File: config.mk
export PLATFORM = sky130hd
export DESIGN_NAME = fetch_redirect_ctrl
export DESIGN_NICKNAME = d
export VERILOG_FILES = /design/src/rtl/fetch_redirect_ctrl.sv
export SDC_FILE = /design/constraint.sdc
export NUM_CORES = 1
export LEC_CHECK = 0
export CELL_PAD_IN_SITES_DETAIL_PLACEMENT = 0
export CELL_PAD_IN_SITES_GLOBAL_PLACEMENT = 1
export CORE_ASPECT_RATIO = 1.75
export CORE_MARGIN = 2
export CORE_UTILIZATION = 27
export CTS_BUF_LIST = sky130_fd_sc_hd__clkbuf_8 sky130_fd_sc_hd__clkbuf_16
export DETAILED_ROUTE_END_ITERATION = 6
export HOLD_SLACK_MARGIN = 0.1
export PLACE_DENSITY_LB_ADDON = 0.1
export SYNTH_ARGS = -nofsm -noshare
export SYNTH_HDL_FRONTEND = slang
export SYNTH_SLANG_ARGS = --single-unit
File: constraint.sdc
create_clock -name clk_i -period 1.8 [get_ports clk_i]
set_input_delay 0.36 -clock clk_i [delete_from_list [all_inputs] [get_ports clk_i]]
set_output_delay 0.36 -clock clk_i [all_outputs]
set_load 0.01 [all_outputs]
File: src/rtl/fetch_redirect_ctrl.sv
// Front-end redirect sequencer: drains in-flight fetches after an exception/ERET, then hands one redirect to the PC generator.
// Optional FETCH_REDIRECT_PERF_EN adds redirect and drain-cycle performance counters.
module fetch_redirect_ctrl #(
  parameter int          MAX_OUTSTANDING = 4,
  parameter int          CNT_W           = 3,
  parameter logic [31:0] RESET_PC        = 32'hBFC00000
) (
  input  logic        clk_i,
  input  logic        reset_i,
  input  logic        exc_valid_i,
  input  logic [31:0] exc_pc_i,
  input  logic        exc_is_eret_i,
  input  logic        inst_req_fire_i,
  input  logic        inst_data_ok_i,
  input  logic        redirect_ready_i,
  output logic        inst_req_allow_o,
  output logic        discard_resp_o,
  output logic        flush_front_o,
  output logic        redirect_valid_o,
  output logic [31:0] redirect_pc_o,
  output logic        redirect_is_eret_o,
  output logic        busy_o
`ifdef FETCH_REDIRECT_PERF_EN
  ,
  output logic [31:0] perf_redirects_o,
  output logic [31:0] perf_drain_cycles_o
`endif
);

  typedef enum logic [1:0] {
    IDLE     = 2'd0,
    DRAIN    = 2'd1,
    REDIRECT = 2'd2
  } state_e;

  localparam logic [CNT_W-1:0] MAX_CNT = CNT_W'(MAX_OUTSTANDING);

  state_e           state_q, state_d;
  logic [CNT_W-1:0] count_q, count_d;
  logic [31:0]      pc_q, pc_d;
  logic             eret_q, eret_d;

  // A response with nothing outstanding is spurious and must not wrap the counter.
  always_comb begin
    count_d = count_q;
    if (inst_req_fire_i && !inst_data_ok_i) begin
      count_d = count_q + 1'b1;
    end else if (!inst_req_fire_i && inst_data_ok_i && (count_q != '0)) begin
      count_d = count_q - 1'b1;
    end
  end

  always_comb begin
    state_d            = state_q;
    pc_d               = pc_q;
    eret_d             = eret_q;
    inst_req_allow_o   = 1'b0;
    discard_resp_o     = 1'b0;
    flush_front_o      = 1'b0;
    redirect_valid_o   = 1'b0;
    busy_o             = 1'b0;
    unique case (state_q)
      IDLE: begin
        inst_req_allow_o = (count_q < MAX_CNT);
        if (exc_valid_i) begin
          pc_d    = exc_pc_i;
          eret_d  = exc_is_eret_i;
          state_d = (count_d == '0) ? REDIRECT : DRAIN;
        end
      end
      DRAIN: begin
        flush_front_o  = 1'b1;
        busy_o         = 1'b1;
        discard_resp_o = inst_data_ok_i;
        if (count_d == '0) begin
          state_d = REDIRECT;
        end
      end
      REDIRECT: begin
        flush_front_o    = 1'b1;
        busy_o           = 1'b1;
        redirect_valid_o = 1'b1;
        discard_resp_o   = inst_data_ok_i;
        if (redirect_ready_i) begin
          state_d = IDLE;
        end
      end
      default: begin
        state_d = IDLE;
      end
    endcase
  end

  always_ff @(posedge clk_i) begin
    if (reset_i) begin
      state_q <= IDLE;
      count_q <= '0;
      pc_q    <= RESET_PC;
      eret_q  <= 1'b0;
    end else begin
      state_q <= state_d;
      count_q <= count_d;
      pc_q    <= pc_d;
      eret_q  <= eret_d;
    end
  end

  assign redirect_pc_o      = pc_q;
  assign redirect_is_eret_o = eret_q;

`ifdef FETCH_REDIRECT_PERF_EN
  logic [31:0] perf_redirects_q, perf_drain_cycles_q;

  always_ff @(posedge clk_i) begin
    if (reset_i) begin
      perf_redirects_q    <= '0;
      perf_drain_cycles_q <= '0;
    end else begin
      if (redirect_valid_o && redirect_ready_i) begin
        perf_redirects_q <= perf_redirects_q + 32'd1;
      end
      if (state_q == DRAIN) begin
        perf_drain_cycles_q <= perf_drain_cycles_q + 32'd1;
      end
    end
  end

  assign perf_redirects_o    = perf_redirects_q;
  assign perf_drain_cycles_o = perf_drain_cycles_q;
`endif

endmodule

==> metrics list, run 1 <==
* Critical path depth: 6
* Peak supply drop: 0.000628 V
* Port-buffer cells: 76
* Slowest library cell on the worst path: clkdlybuf4s50_1
- Overall die width: 61.4 um
* Sequential cell area: 763 um^2
- Tracing the worst setup path back leads to its startpoint at inst_req_fire_i.
- Count of placed standard cells including taps: 346
* Post-layout net count: 322
* Overflow left after global routing: 0
* Std-Cell Core Area: 0.00559 mm^2
- Cell depth of the worst min-delay path: 2
- The routed layout has 1553 vias.
* Via count of the first global-routing pass: 1519
- Routed Wire Length: 4400 um
- Yosys mapped the design onto 27 distinct sky130hd cell types.
- Die Y-Extent: 104 um
- Critical path destination: state_q[1]$_SDFFE_PP0P_
* Worst flop-to-flop path startpoint: count_q[0]$_SDFF_PP0_
- Element type at the critical path start: primary input
- Aggregate global-route resource usage: 0.143
* Worst-case headroom to the max-slew limit: 0.686
- In the final layout, the multi-input gates occupy 743 um^2.
- Data arrival time of the worst path: 1950 ps
- STA classifies the critical path endpoint as a register.
- For this run, the number of standard cells in the final layout without fillers is 354.
- Clk pin slew, worst setup/hold paths: 70 ps
* Proportion of synthesized chip area in sequential cells: 0.490
* Share of the clock period used by the worst path after layout: 0.982
- The number of antenna violations at the first check in global routing came to 0.
* DP HPWL: 3190 um
- Number of antenna diodes: 0
* Crit path largest cell delay: 500 ps
- Static timing analysis puts the maximum clock frequency at 0.566 GHz.
* Required time of the critical path: 1980 ps
* Capturing point of the worst reg2reg path: state_q[1]$_SDFFE_PP0P_
- The critical path goes through clkdlybuf4s50_1 -> buf_4 -> and3b_1 -> o21ai_0 -> a2111oi_4 -> a31o_1.
- Post-CTS setup repair buffer count: 0
- Setup skew after layout: 5.21 ps
* Post-Synthesis Net Count: 241
* Number of levels in the clock H-tree: 2
- Detailed-route vias per instance: 4.39
- In this run, CTS created clock tree buffers numbering 5.
- Final setup vio count: 0
* Drt initial violations: 32
- Power density over cell area: 1030 mW/mm^2
- The floorplan step defined a die boundary enclosing 0.00640 mm^2.
- By area, the combinational part of the netlist is dominated by simple AND/OR/NAND/NOR gates.
- Average footprint of a synthesized cell: 7.93 um^2
- Clk sink count: 38
* Leakage power: 1.07 nW
* Result of the run: finished, final reports clean
* Share of final-layout standard cells stronger than drive strength 1: 0.0863
* Synthesized cell area: 0.00155 mm^2
* Minimum clock period: 1770 ps
- Across all hold checks on the routed design, the worst slack comes to 453 ps.
- In this design, the largest share of critical-path delay is due to compound AO/OA/AOI/OAI gates.
- The initial utilization of the core area, before any placement, comes to 0.278.
* Overall power: 2.64 mW
- Filler cell count: 593
- DRT antenna net count: 0
- Simple-gate share of the synthesized area: 0.273
* Depth of the worst register-to-register path: 6
- Synthesis-to-layout area growth: 65.5%
- Setup Total Neg Slack: 0 ps
* Gate Count Post-Synth: 196
- The critical path is of the primary input to register type.
- For this run, the share of the core covered by cells in the final layout is 0.461.
* Least-Margin Pin Slew: 466 ps
- In the final routed layout, each cell accounts on average for 12.4 um.
* Yosys reg bits: 38
- The first TritonRoute pass finished after 3 iterations.
* Compound-gate portion of the synthesized area: 0.131
- Of the total synthesized cell area, the portion taken by full adders, half adders and majority gates is 0.0483.
- Source-to-sink clock delay at the later pin of the worst-skew pair: 290 ps
* Worst Path Max Fanout: 6
* Clock tree from TritonCTS: built
- Wire length of the first global-routing pass: 6950 um
- After detailed routing, the number of remaining DRC violations is 0.
- Of the post-synthesis cell area, the part taken by muxes is 0.00644.
* Post-synthesis share of cell area spent on xor and xnor gates: 0.00564
- Path class of the lowest-slack min-delay path: register to register
* Count of warnings emitted by yosys: 0
* Buffers plus inverters on the worst setup path: 2
- Number of maximum-capacitance violations: 0
- Slew Limit Fails: 0
* CTS Root Buffer Type: clkbuf_8
* Largest net degree at the start of global routing: 34
- In this run the register-to-register setup slack is 90 ps.
* Number of buffers on the longest clock path: 2
* Number of top-level pins: 77
- Rows: 36
- The number of hold violations in the final report is 0.
- Routability cong.: 0.736
[cell usage after synthesis]
library cell  number  area [um^2]
dfxtp_1           38          761
ha_1               6         75.1
and2_1             2         12.5
o21ai_0            3         15.0
nor3_1             2         10.0
o31ai_1            1         7.51
o211a_1            1         10.0
nand3_1            9         45.0
nand2b_1           1         6.26
a31o_1             1         8.76
a21oi_1           27          135
or2b_1             1         7.51
and3b_1            2         17.5
mux2i_1            1         10.0
xnor2_1            1         8.76
nor2b_1            3         18.8
a31oi_1            2         12.5
a2111oi_2          1         15.0
clkbuf_1          11         41.3
or3b_2             1         8.76
and3_1             1         6.26
buf_4              1         7.51
nor4bb_1           1         10.0
nand2_1           68          255
nor2_1             4         15.0
inv_1              6         22.5
or3_4              1         11.3
[worst min-delay path by stage]
stage | start | endpoint
after floorplan | redirect_is_eret_o$_SDFFE_PP0P_ | redirect_is_eret_o$_SDFFE_PP0P_
after global placement | redirect_pc_o[21]$_SDFFE_PP0P_ | redirect_pc_o[21]$_SDFFE_PP0P_
after detailed placement | redirect_pc_o[0]$_SDFFE_PP0P_ | redirect_pc_o[0]$_SDFFE_PP0P_
after CTS | redirect_pc_o[0]$_SDFFE_PP0P_ | redirect_pc_o[0]$_SDFFE_PP0P_
after global routing | redirect_pc_o[3]$_SDFFE_PP0P_ | redirect_pc_o[3]$_SDFFE_PP0P_
final | redirect_pc_o[8]$_SDFFE_PP0P_ | redirect_pc_o[8]$_SDFFE_PP0P_
[flip-flops by register name (all words and copies together) (netlist names)]
register / flops
count_q: 3
redirect_is_eret_o: 1
redirect_pc_o: 32
state_q: 2
[layout by cell type (no fill, tap or decap), drive strengths merged]
cell / instances
ha: 6
a31o: 1
dlymetal6s2s: 1
and3b: 2
o31ai: 1
clkdlybuf4s50: 71
inv: 8
nor2b: 3
and2: 2
nand3: 9
clkbuf: 6
or2b: 1
or3b: 1
bufinv: 1
dlygate4sd2: 3
o21ai: 3
dfxtp: 38
nor2: 4
and3: 1
nand2b: 1
or3: 1
o211a: 1
mux2i: 1
a31oi: 2
a2111oi: 1
buf: 10
nor3: 2
nand2: 68
a21oi: 27
nor4bb: 1
xnor2: 1
[cell type report]
| cell class | count | area share |
|---|---|---|
| clock buffers | 5 | 0.0268 |
| clock inverters | 3 | 0.0146 |
| inverters | 6 | 0.00875 |
| multi-input cells | 140 | 0.289 |
| flip-flops and latches | 38 | 0.297 |
| well taps | 76 | 0.0370 |
| repair buffers | 86 | 0.327 |
[stage by stage]
step,cell area [um^2],worst slack (ps)
after global placement,2450,-232
after CTS,2550,0.117
after detailed placement,2450,-250
after global routing,2570,-20.2
after floorplan,1550,179
final,2570,31.7
[timing repair]
item,CTS,global route
endpoints found under the setup margin,4,5
hold buffers,0,0
pin swaps,0,0
gates resized for setup,5,7
cloned,0,0
[worst register-to-register path, delay by kind of cell, from the launching register on]
family	cells	cell delay, ps
simple gates	2	490
buf+inv	1	70
compound gates	2	520
fa+ha+maj	1	200
flops	1	360
[cell families (layout without fill, tap and decap cells)]
logic type / Yosys count / count (layout)
muxes: 1 / 1
adders and majority gates: 6 / 6
and+or+nand+nor: 96 / 96
xor gates and xnor gates: 1 / 1
DFF: 38 / 38
buffers and inverters: 18 / 100
AOI/OAI and AO/OA: 36 / 36
[power by group]
part	internal, mW	leakage (nW)	switching [mW]
clock	0.404	0.0607	0.302
combinational	0.477	0.692	0.437
sequential	0.960	0.314	0.0601
total	1.84	1.07	0.800
[routing by layer]
metal  global-route usage  share of wire
met5                    0              0
met4               0.0410          0.013
met1                0.144           0.38
met2                0.264           0.53
met3               0.0435          0.071
Power figures use the tool's default switching activity.
==> run 2, diff against run 1 <==
- PLACE_DENSITY_LB_ADDON: 0.1 -> 0.12
==> run 2 against run 1 <==
Effect of this change:
- clock skew is 2.2 ps lower
- maximum frequency is 2.0% higher
- die area stayed put
- clock power is 27% higher
- largest cell class unchanged
- largest power group unchanged
- highest routed layer unchanged
==> metrics list, run 2 (same netlist as run 1, synthesis figures left out) <==
* Final setup vio count: 0
* Routed Wire Length: 4280 um
* Clk sink count: 38
* Filler cell count: 606
* Share of final-layout standard cells stronger than drive strength 1: 0.110
- Measured on the finished design, the core utilization comes to 0.476.
- Least-Margin Pin Slew: 489 ps
- Clk pin slew, worst setup/hold paths: 80 ps
* Sequential cell area: 766 um^2
- Number of antenna violations at the first check in global routing: 0
* Footprint of the multi-input gates: 752 um^2
- CTS Root Buffer Type: clkbuf_8
- For this run, the post-layout net count is 325.
- Placed inst area: 0.00248 mm^2
- CTS Hold Buffers Added: 0
- Met3 layer usage reported by global route: 0.0398
* Number of levels in the clock H-tree: 2
* Initial core utilization: 0.278
* Setup skew after layout: 3.06 ps
- Setup WS post-layout: 66.4 ps
- Setup Total Neg Slack: 0 ps
- Flop-to-flop setup slack: 90 ps
- Post-placement setup slack: -261 ps
* Die Footprint: 0.00640 mm^2
- For this run, global-route usage on met2 was measured as 0.248.
- met2 is the most crowded layer.
- Number of maximum-capacitance violations: 0
* DR WL/cell: 12.0 um
- The HPWL after detailed placement is 3100 um.
- The min-delay analysis places its worst path in the category register to register.
* Wire length of the first global-routing pass: 6700 um
- After global routing the overflow that remains totals 0.
- Crit end category: register
- The clock passes through at most 2 buffers.
* Largest net degree at the start of global routing: 34
- DR DRC count: 0
- Number of flip-flops in the largest register: 32
* Required time of the critical path: 1980 ps
- Synthesis-to-layout area growth: 71.1%
* Via count of the first global-routing pass: 1472
- Highest clock rate: 0.577 GHz
- In the layout the commonest cells are 71 x clkdlybuf4s50_1, 68 x nand2_1, 34 x dfxtp_1.
- In this run, the number of DRC markers left after iteration 0 of detailed routing was 20.
* Source-to-sink clock delay at the later pin of the worst-skew pair: 280 ps
- After detailed routing, the number of vias per cell comes to 4.36.
* Number of top-level pins: 77
- DRT antenna net count: 0
* Worst Path Class, Setup: primary input to register
- Die Y-Extent: 104 um
* Clock tree from TritonCTS: built
- The floorplan step defined a core boundary enclosing 0.00559 mm^2.
- Worst-case headroom to the max-slew limit: 0.674
- Slew Limit Fails: 0
* Peak supply drop: 0.000630 V
- Rows: 36
* Via count: 1555
- Non-Filler Cell Area, Final: 0.00266 mm^2
- The first detailed-routing pass ran for 3 iterations.
- At the end of routability-driven placement, the weighted congestion stood at 0.713.
- The number of hold violations in the final report came to 0.
* Met1 layer usage reported by global route: 0.141
* Leading cell type in the layout, fill and taps excluded: clkdlybuf4s50_1
* Overall power: 2.86 mW
- Worst Path Max Fanout: 6
- Minimum clock period: 1730 ps
* Power density over cell area: 1070 mW/mm^2
- Element type at the critical path start: primary input
- Dividing the final minimum period by the clock period gives 0.963.
- Number of antenna diodes: 0
- Aggregate global-route resource usage: 0.137
- The analysis attributes to cell leakage a power of 1.09 nW.
- The number of clock buffers added by TritonCTS is 5.
- Result of the run: finished, final reports clean
- The die is 61.4 um wide.
* Port-buffer cells: 76
- Data arrival time of the worst path: 1910 ps
run 2: changes by cell type in the layout (fill, tap and decap cells not counted), moves of 2 or more:
cell | before | now
buf_4 | 9 | 11
dfxtp_1 | 36 | 34
dfxtp_2 | 2 | 4
inv_1 | 8 | 5
run 2: final cells by class:
class,instances,area share
flip-flops and latches,38,0.288
well taps,76,0.0358
clock inverters,2,0.0226
clock buffers,6,0.0311
multi-input cells,140,0.283
inverters,6,0.00847
repair buffers,89,0.331
run 2: what timing repair did:
item,4_1_cts,5_1_grt
gates resized for setup,7,7
endpoints found under the setup margin,6,4
cloned,0,0
buffers inserted,0,0
run 2: critical path: stages:
cell and delay (ps):
clkdlybuf4s50_1 500, buf_4 150, and3b_1 170, o21ai_0 360
a2111oi_4 140, a31o_1 240
run 2: routing by layer:
metal	vias up	routed length (um)
li1	804	-
met1	695	1560
met2	54	2410
met3	2	283
met4	0	29
met5	-	0
run 2: metrics by stage:
step                instances  hold WS (ps)
floorplan                 196           481
global placement          349           438
detailed placement        349           444
CTS                       357           455
global route              357           471
finish                    357           453
run 2: where the power goes:
part	internal (mW)	leakage [nW]	switching [mW]	total [mW]
clock network	0.591	0.0714	0.303	0.894
registers	0.962	0.315	0.0600	1.02
logic	0.500	0.707	0.440	0.940
total	2.05	1.09	0.803	2.86
run 2: worst paths after layout:
path / cells after the start / start / endpoint
max reg2reg: 5 / count_q[0]$_SDFF_PP0_ / state_q[1]$_SDFFE_PP0P_
max: 6 / inst_req_fire_i / state_q[1]$_SDFFE_PP0P_
min: 2 / redirect_pc_o[4]$_SDFFE_PP0P_ / redirect_pc_o[4]$_SDFFE_PP0P_
min reg2reg: 2 / redirect_pc_o[4]$_SDFFE_PP0P_ / redirect_pc_o[4]$_SDFFE_PP0P_
